===== src/rtl/instruction_fetch.sv =====
// -----------------------------------------------------------------------------
// instruction_fetch
//
// Fetches 32-bit instruction words from an instruction memory. It keeps at most
// one read outstanding and presents each returned word to the control unit.
// Control flow is handled by a three-state machine:
//   FETCH : drive a read request at fetch_pc until the memory accepts it.
//   WAIT  : wait for read data; capture it as the presented instruction.
//   ISSUE : hold the instruction until the decoder takes it (stall=0), then
//           advance fetch_pc sequentially or to a jump target.
//
// Ports
//   clk, rst              clock and synchronous active-high reset
//   stall                 decoder not ready; presented instruction is held
//   jump_en, jump_address redirect for the instruction being consumed
//   imem_req, imem_addr   read request and word-aligned address
//   imem_ready            memory accepts the request this cycle
//   imem_rvalid,
//   imem_rdata            read response
//   instruction, pc,
//   instr_valid           presented instruction word, its address, live flag
// -----------------------------------------------------------------------------
module instruction_fetch #(
  parameter logic [31:0] RESET_PC = 32'h0000_0000
) (
  input  logic        clk,
  input  logic        rst,
  input  logic        stall,
  input  logic        jump_en,
  input  logic [31:0] jump_address,
  output logic        imem_req,
  output logic [31:0] imem_addr,
  input  logic        imem_ready,
  input  logic        imem_rvalid,
  input  logic [31:0] imem_rdata,
  output logic [31:0] instruction,
  output logic        instr_valid,
  output logic [31:0] pc
);

  typedef enum logic [1:0] {
    FETCH = 2'd0,
    WAIT  = 2'd1,
    ISSUE = 2'd2
  } state_e;

  // Forces a byte address down to its word boundary. Masking (rather than
  // slicing) keeps every input bit in use.
  function automatic logic [31:0] word_align(input logic [31:0] addr);
    return addr & 32'hFFFF_FFFC;
  endfunction

  state_e      state_q,       state_d;
  logic [31:0] fetch_pc_q,    fetch_pc_d;
  logic [31:0] instruction_q, instruction_d;
  logic [31:0] pc_q,          pc_d;
  logic        instr_valid_q, instr_valid_d;

  // State register and datapath flops with synchronous reset.
  always_ff @(posedge clk) begin
    if (rst) begin
      state_q       <= FETCH;
      fetch_pc_q    <= word_align(RESET_PC);
      instruction_q <= 32'h0000_0000;
      pc_q          <= 32'h0000_0000;
      instr_valid_q <= 1'b0;
    end else begin
      state_q       <= state_d;
      fetch_pc_q    <= fetch_pc_d;
      instruction_q <= instruction_d;
      pc_q          <= pc_d;
      instr_valid_q <= instr_valid_d;
    end
  end

  // Next-state and datapath update logic.
  always_comb begin
    state_d       = state_q;
    fetch_pc_d    = fetch_pc_q;
    instruction_d = instruction_q;
    pc_d          = pc_q;
    instr_valid_d = instr_valid_q;

    case (state_q)
      FETCH: begin
        // Read data arriving here (including in the accepting cycle) is stray.
        if (imem_ready) begin
          state_d = WAIT;
        end else begin
          state_d = FETCH;
        end
      end

      WAIT: begin
        if (imem_rvalid) begin
          instruction_d = imem_rdata;
          pc_d          = fetch_pc_q;
          instr_valid_d = 1'b1;
          state_d       = ISSUE;
        end else begin
          state_d = WAIT;
        end
      end

      ISSUE: begin
        if (!stall) begin
          instr_valid_d = 1'b0;
          state_d       = FETCH;
          if (jump_en) begin
            fetch_pc_d = word_align(jump_address);
          end else begin
            // Wraps naturally from 32'hFFFF_FFFC to 32'h0000_0000.
            fetch_pc_d = fetch_pc_q + 32'd4;
          end
        end else begin
          state_d = ISSUE;
        end
      end

      default: begin
        // Unreachable encoding: recover to a clean fetch.
        state_d       = FETCH;
        instr_valid_d = 1'b0;
      end
    endcase
  end

  // Request decode: only in FETCH and never while reset is applied.
  always_comb begin
    if (rst) begin
      imem_req = 1'b0;
    end else if (state_q == FETCH) begin
      imem_req = 1'b1;
    end else begin
      imem_req = 1'b0;
    end
  end

  assign imem_addr   = word_align(fetch_pc_q);
  assign instruction = instruction_q;
  assign pc          = pc_q;
  assign instr_valid = instr_valid_q;

endmodule


===== config.mk =====
export PLATFORM = sky130hd
export DESIGN_NAME = instruction_fetch
export DESIGN_NICKNAME = d
export VERILOG_FILES = /design/src/rtl/instruction_fetch.sv
export SDC_FILE = /design/constraint.sdc
export NUM_CORES = 1
export LEC_CHECK = 0
export CELL_PAD_IN_SITES_DETAIL_PLACEMENT = 0
export CELL_PAD_IN_SITES_GLOBAL_PLACEMENT = 1
export CORE_MARGIN = 5
export CORE_UTILIZATION = 33
export DETAILED_ROUTE_END_ITERATION = 6
export PLACE_DENSITY_LB_ADDON = 0.1
export SYNTH_ARGS = -nofsm -noshare
export SYNTH_HDL_FRONTEND = slang
export SYNTH_SLANG_ARGS = --single-unit

===== constraint.sdc =====
create_clock -name clk -period 3.22 [get_ports clk]
set_input_delay 0.483 -clock clk [delete_from_list [all_inputs] [get_ports clk]]
set_output_delay 0.483 -clock clk [all_outputs]
set_load 0.1 [all_outputs]

# Word-level counts from Yosys, hierarchy flattened
# Cells that the tools add are included.
[totals] ff_bits=99 elab_cells=26 inputBits=70 output_inout_bits=98
[op_classes] add_sub_neg=1 n_reduce_logical=4 mux=10 n_eq_ne=4 bitwise=2
[ops] cell="$add 32x3->32 const B" count=1
[ops] cell="$mux 32" count=1
[ops] cell="$pmux 2 s3" count=1
[ops] cell="$mux 1" count=5
[ops] cell="$mux 2" count=2
[ops] cell="$ne 2x2->1 const B" count=2
[ops] cell="$reduce_and 2->1" count=2
[ops] cell="$pmux 1 s3" count=1
[ops] cell="$reduce_and 3->1" count=1
[ops] cell="$eq 2x1->1 const B" count=1
[ops] cell="$eq 2x2->1 const B" count=1
[ops] cell="$logic_not 2->1" count=1
[ops] cell="$not 1->1" count=2

# Logic depth before layout (Yosys ltp)
[depth] word_depth=3 ltp_mapped=7 mapped_depth_nobuf=6

# Least setup slack after synthesis
# No wires, ideal clock.
[synth_path] path_kind="input to output" start="input port rst" end="output port imem_req" n_path_buf=1 setup_slack_ns=0.021 path_stages=2 arrival_ns=2.716 t_required_ns=2.737 path_cell_list="clkbuf_1 > nor3_1"
[synth_via] elab_chain_cells=1
[synth_rtl] item="from (decl)" line="27" source="input logic rst,"
[synth_rtl] item="$mux 1" line="130" source="if (rst) begin"
[synth_rtl] item="to (decl)" line="31" source="output logic imem_req,"
# Every way passes these cells.

# Final worst setup path
[layout_path] start="register instruction_q[18], in the netlist instruction[18]" end="output port instruction[18]"
[layout_lines] item="from (decl)" line="55" source="logic [31:0] instruction_q, instruction_d;"
[layout_lines] item="from (signal assigned)" line="70" source="instruction_q <= instruction_d;"
[layout_lines] item="to (decl)" line="36" source="output logic [31:0] instruction,"
# No word-level cell between the ends.

==> results.yml <==
finish:
  diodes: 0
  fin_nets: 765
  final_core_util: 0.4894
  fin_cells: 871
  drive_gt1_frac: 0.1259
  areaGrowthSynthToFinish_pct: 43.77
  stdcell_area_sq_mm: 0.006226
synth:
  synth_cells: 561
  synth-edff-count: 0
  synth_area_sq_mm: 0.004330
  syn_area_per_cell_sq_um: 7.719
  synthSimpleGateAreaFrac: 0.2840
  synth-adder-area-share: 0.002889
  yosysWarnings: 0
  synthArstFlopShare: 0
  synth_flop_cell: "dfxtp_1"
  synth_mux_area_frac: 0.01849
  synth_compound_area_frac: 0.2031
  ys_ff_latch: 95
  synth-xor-area-share: 0
  ys_seq_area_frac: 0.4392
  synth_cell_type_count: 50
  synth_top_family_by_area: "simple AND/OR/NAND/NOR gates"
run:
  maxCapViolCount: 0
cts:
  cts_htree_levels: 3
  clk_pin_slew_ps: 70
  numCtsBuffers: 9
  cts-root-buf: "clkbuf_16"
  insertion_delay_ps: 350
  cts_resized: 0
  post_cts_buffers: 0
  cts_sinks: 95
  clock_path_buffers: 2
  cts_hold_buf: 0
  tritoncts: "built"
sta:
  tightest_slew_ps: 1218
  post-route-min-period_ps: 2311
  tns_ps: 0
  rsz0062_at_grt: "false"
  finalWorstSetupSlack_ps: 908.9
  fin_skew_ps: 9.086
  fmax_mhz: 432.7
  fin_crit_sh: 0.7177
  relSlewSlack: 0.1879
  setup_violations: 0
  hold_viol_final: 0
  maxSlewViolCount: 0
  fin_hold_ws_ps: 452.4
min_path:
  holdCritStartpoint: "instruction[31]"
  min_path_cells: 2
  hold_end: "instruction[31]"
  hold_class: "reg2reg"
status:
  status: "finished clean"
pwr:
  finalPower_mw: 2.841
  p_per_area_mw_per_mm2: 456.3
  vdd_drop_max_mv: 0.2816
  p_leak_nw: 2.335
grt:
  grt_pass1_wl_um: 22630
  antenna_found_initial: 0
  grt_pass1_vias: 4304
  grt.total_usage: 0.1766
  globalRouteOverflowTotal: 0
  grt_max_degree: 69
place:
  pre_cts_slack_ps: 754.3
  dpl_cell_area_sq_mm: 0.005902
  io_buffers: 161
  dpl.cell_count: 855
  hpwlAfterDp_um: 9709
  routabilityCongestion: 0.7876
critical_path:
  worst-path-buf-inv: 1
  cp_max_fo: 2
  r2r-start: "fetch_pc_q[2]"
  crit_family: "buffers and inverters"
  reg2reg_depth: 6
  worstPathArrival_ps: 1830
  r2r_slack_ps: 1080
  cp_slowest_cell: "clkdlybuf4s50_1"
  critPathLaunchType: "register"
  crit_required_ps: 2740
  cpPeakStageDelay_ps: 1150
  worstPathCellList: "clkdlybuf4s50_1"
  end_kind: "primary output"
  reg2reg_to: "fetch_pc_q[26]"
  worstSetupPathType: "reg2out"
floorplan:
  initial_core_util: 0.3404
  ioPinCount: 168
  die_x_um: 124.6
  core_sq_mm: 0.01272
  dieArea_sq_mm: 0.01551
  die_h_um: 124.6
  rows: 41
drt:
  drtIter0Drc: 296
  routed_wl_um: 13930
  wl_per_cell_um: 15.99
  viasPerCell: 5.064
  vias: 4411
  route.detailed.drc: 0
  ant_nets: 0
  first_pass_iters: 4
## final cells by class
type | instances | area (sq um)
sequential | 95 | 1902
fill | 1300 | 6496
tap | 172 | 215.2
clock buffer | 11 | 242.7
inverter | 2 | 7.507
timing repair buffer | 167 | 1546
multi-input combinational | 419 | 2231
clock inverter | 5 | 81.33
## logic make-up after synthesis
family / count (synthesis)
AND/OR/NAND/NOR: 256
adder cells (fa/ha/maj): 1
AO/OA/AOI/OAI: 150
multiplexers: 8
flip-flops: 95
buffers and inverters: 50
other: 1
## flip-flops by register name, summed over array words and instances (netlist names)
signal       cells
state_q          2
instruction     32
pc              30
fetch_pc_q      30
instr_valid      1
## cell usage in the layout (no fill, tap or decap), drive strengths merged, types with 4 or more instances in the layout
master / synthesis / final
clkbuf: 30 / 11
buf: 18 / 54
a31oi: 8 / 8
and3: 14 / 14
dfxtp: 95 / 95
nor3: 12 / 12
a21o: 4 / 4
o31ai: 4 / 4
a32o: 4 / 4
nor2: 27 / 27
and2: 5 / 5
o22ai: 4 / 4
mux2i: 8 / 8
clkdlybuf4s50: 0 / 113
nand2: 152 / 152
nand4: 13 / 13
a21oi: 90 / 90
conb: 1 / 4
o21ai: 15 / 15
and4: 5 / 5
nand3: 16 / 16
## Yosys cell counts, drive strengths merged, types with 2 or more instances
| library cell | instances | area share |
|---|---|---|
| buf | 18 | 0.024 |
| and3 | 14 | 0.021 |
| or2 | 2 | 0.0029 |
| nand4 | 13 | 0.027 |
| o22ai | 4 | 0.0058 |
| clkbuf | 30 | 0.026 |
| nor2b | 2 | 0.0029 |
| a22o | 3 | 0.0061 |
| mux2i | 8 | 0.018 |
| nand3 | 16 | 0.018 |
| o211ai | 3 | 0.0052 |
| o21ai | 15 | 0.017 |
| nand2 | 152 | 0.13 |
| and2 | 5 | 0.0075 |
| o41ai | 2 | 0.0040 |
| inv | 2 | 0.0017 |
| and4 | 5 | 0.010 |
| a21oi | 90 | 0.10 |
| nor4 | 3 | 0.0078 |
| a31o | 3 | 0.0061 |
| a32o | 4 | 0.0092 |
| a21o | 4 | 0.0069 |
| nor2 | 27 | 0.023 |
| nor3 | 12 | 0.020 |
| o31ai | 4 | 0.0069 |
| nor3b | 2 | 0.0046 |
| a31oi | 8 | 0.012 |
| a211oi | 2 | 0.0035 |
| a22oi | 3 | 0.0052 |
| o21a | 2 | 0.0035 |
| dfxtp | 95 | 0.44 |
## routing by layer
layer | vias to the layer above | wire length (um) | track usage
li1 | 2216 | - | -
met1 | 2041 | 6112 | 0.2187
met2 | 142 | 6648 | 0.2942
met3 | 12 | 1022 | 0.06218
met4 | 0 | 144 | 0.04191
met5 | - | 0 | 0
## worst max path at each step
stage / startpoint / to / slack (ps) / depth (start not counted)
3_3_place_gp: stall / fetch_pc_q[13] / 820 / 5
4_1_cts: instruction[13] / instruction[13] / 880 / 1
2_1_floorplan: rst / imem_req / 20 / 2
6_report: instruction[18] / instruction[18] / 910 / 1
5_1_grt: pc[9] / pc[9] / 850 / 1
3_5_place_dp: imem_rvalid / pc[8] / 750 / 5
## where the power goes
group	total, mW	switching (mW)	leakage [nW]	internal (mW)
Combinational	0.460	0.317	1.41	0.143
Clock	1.16	0.456	0.156	0.702
Sequential	1.22	0.0238	0.768	1.20
Total	2.84	0.796	2.33	2.05
Note: power is estimated with default switching activity, not from simulation.
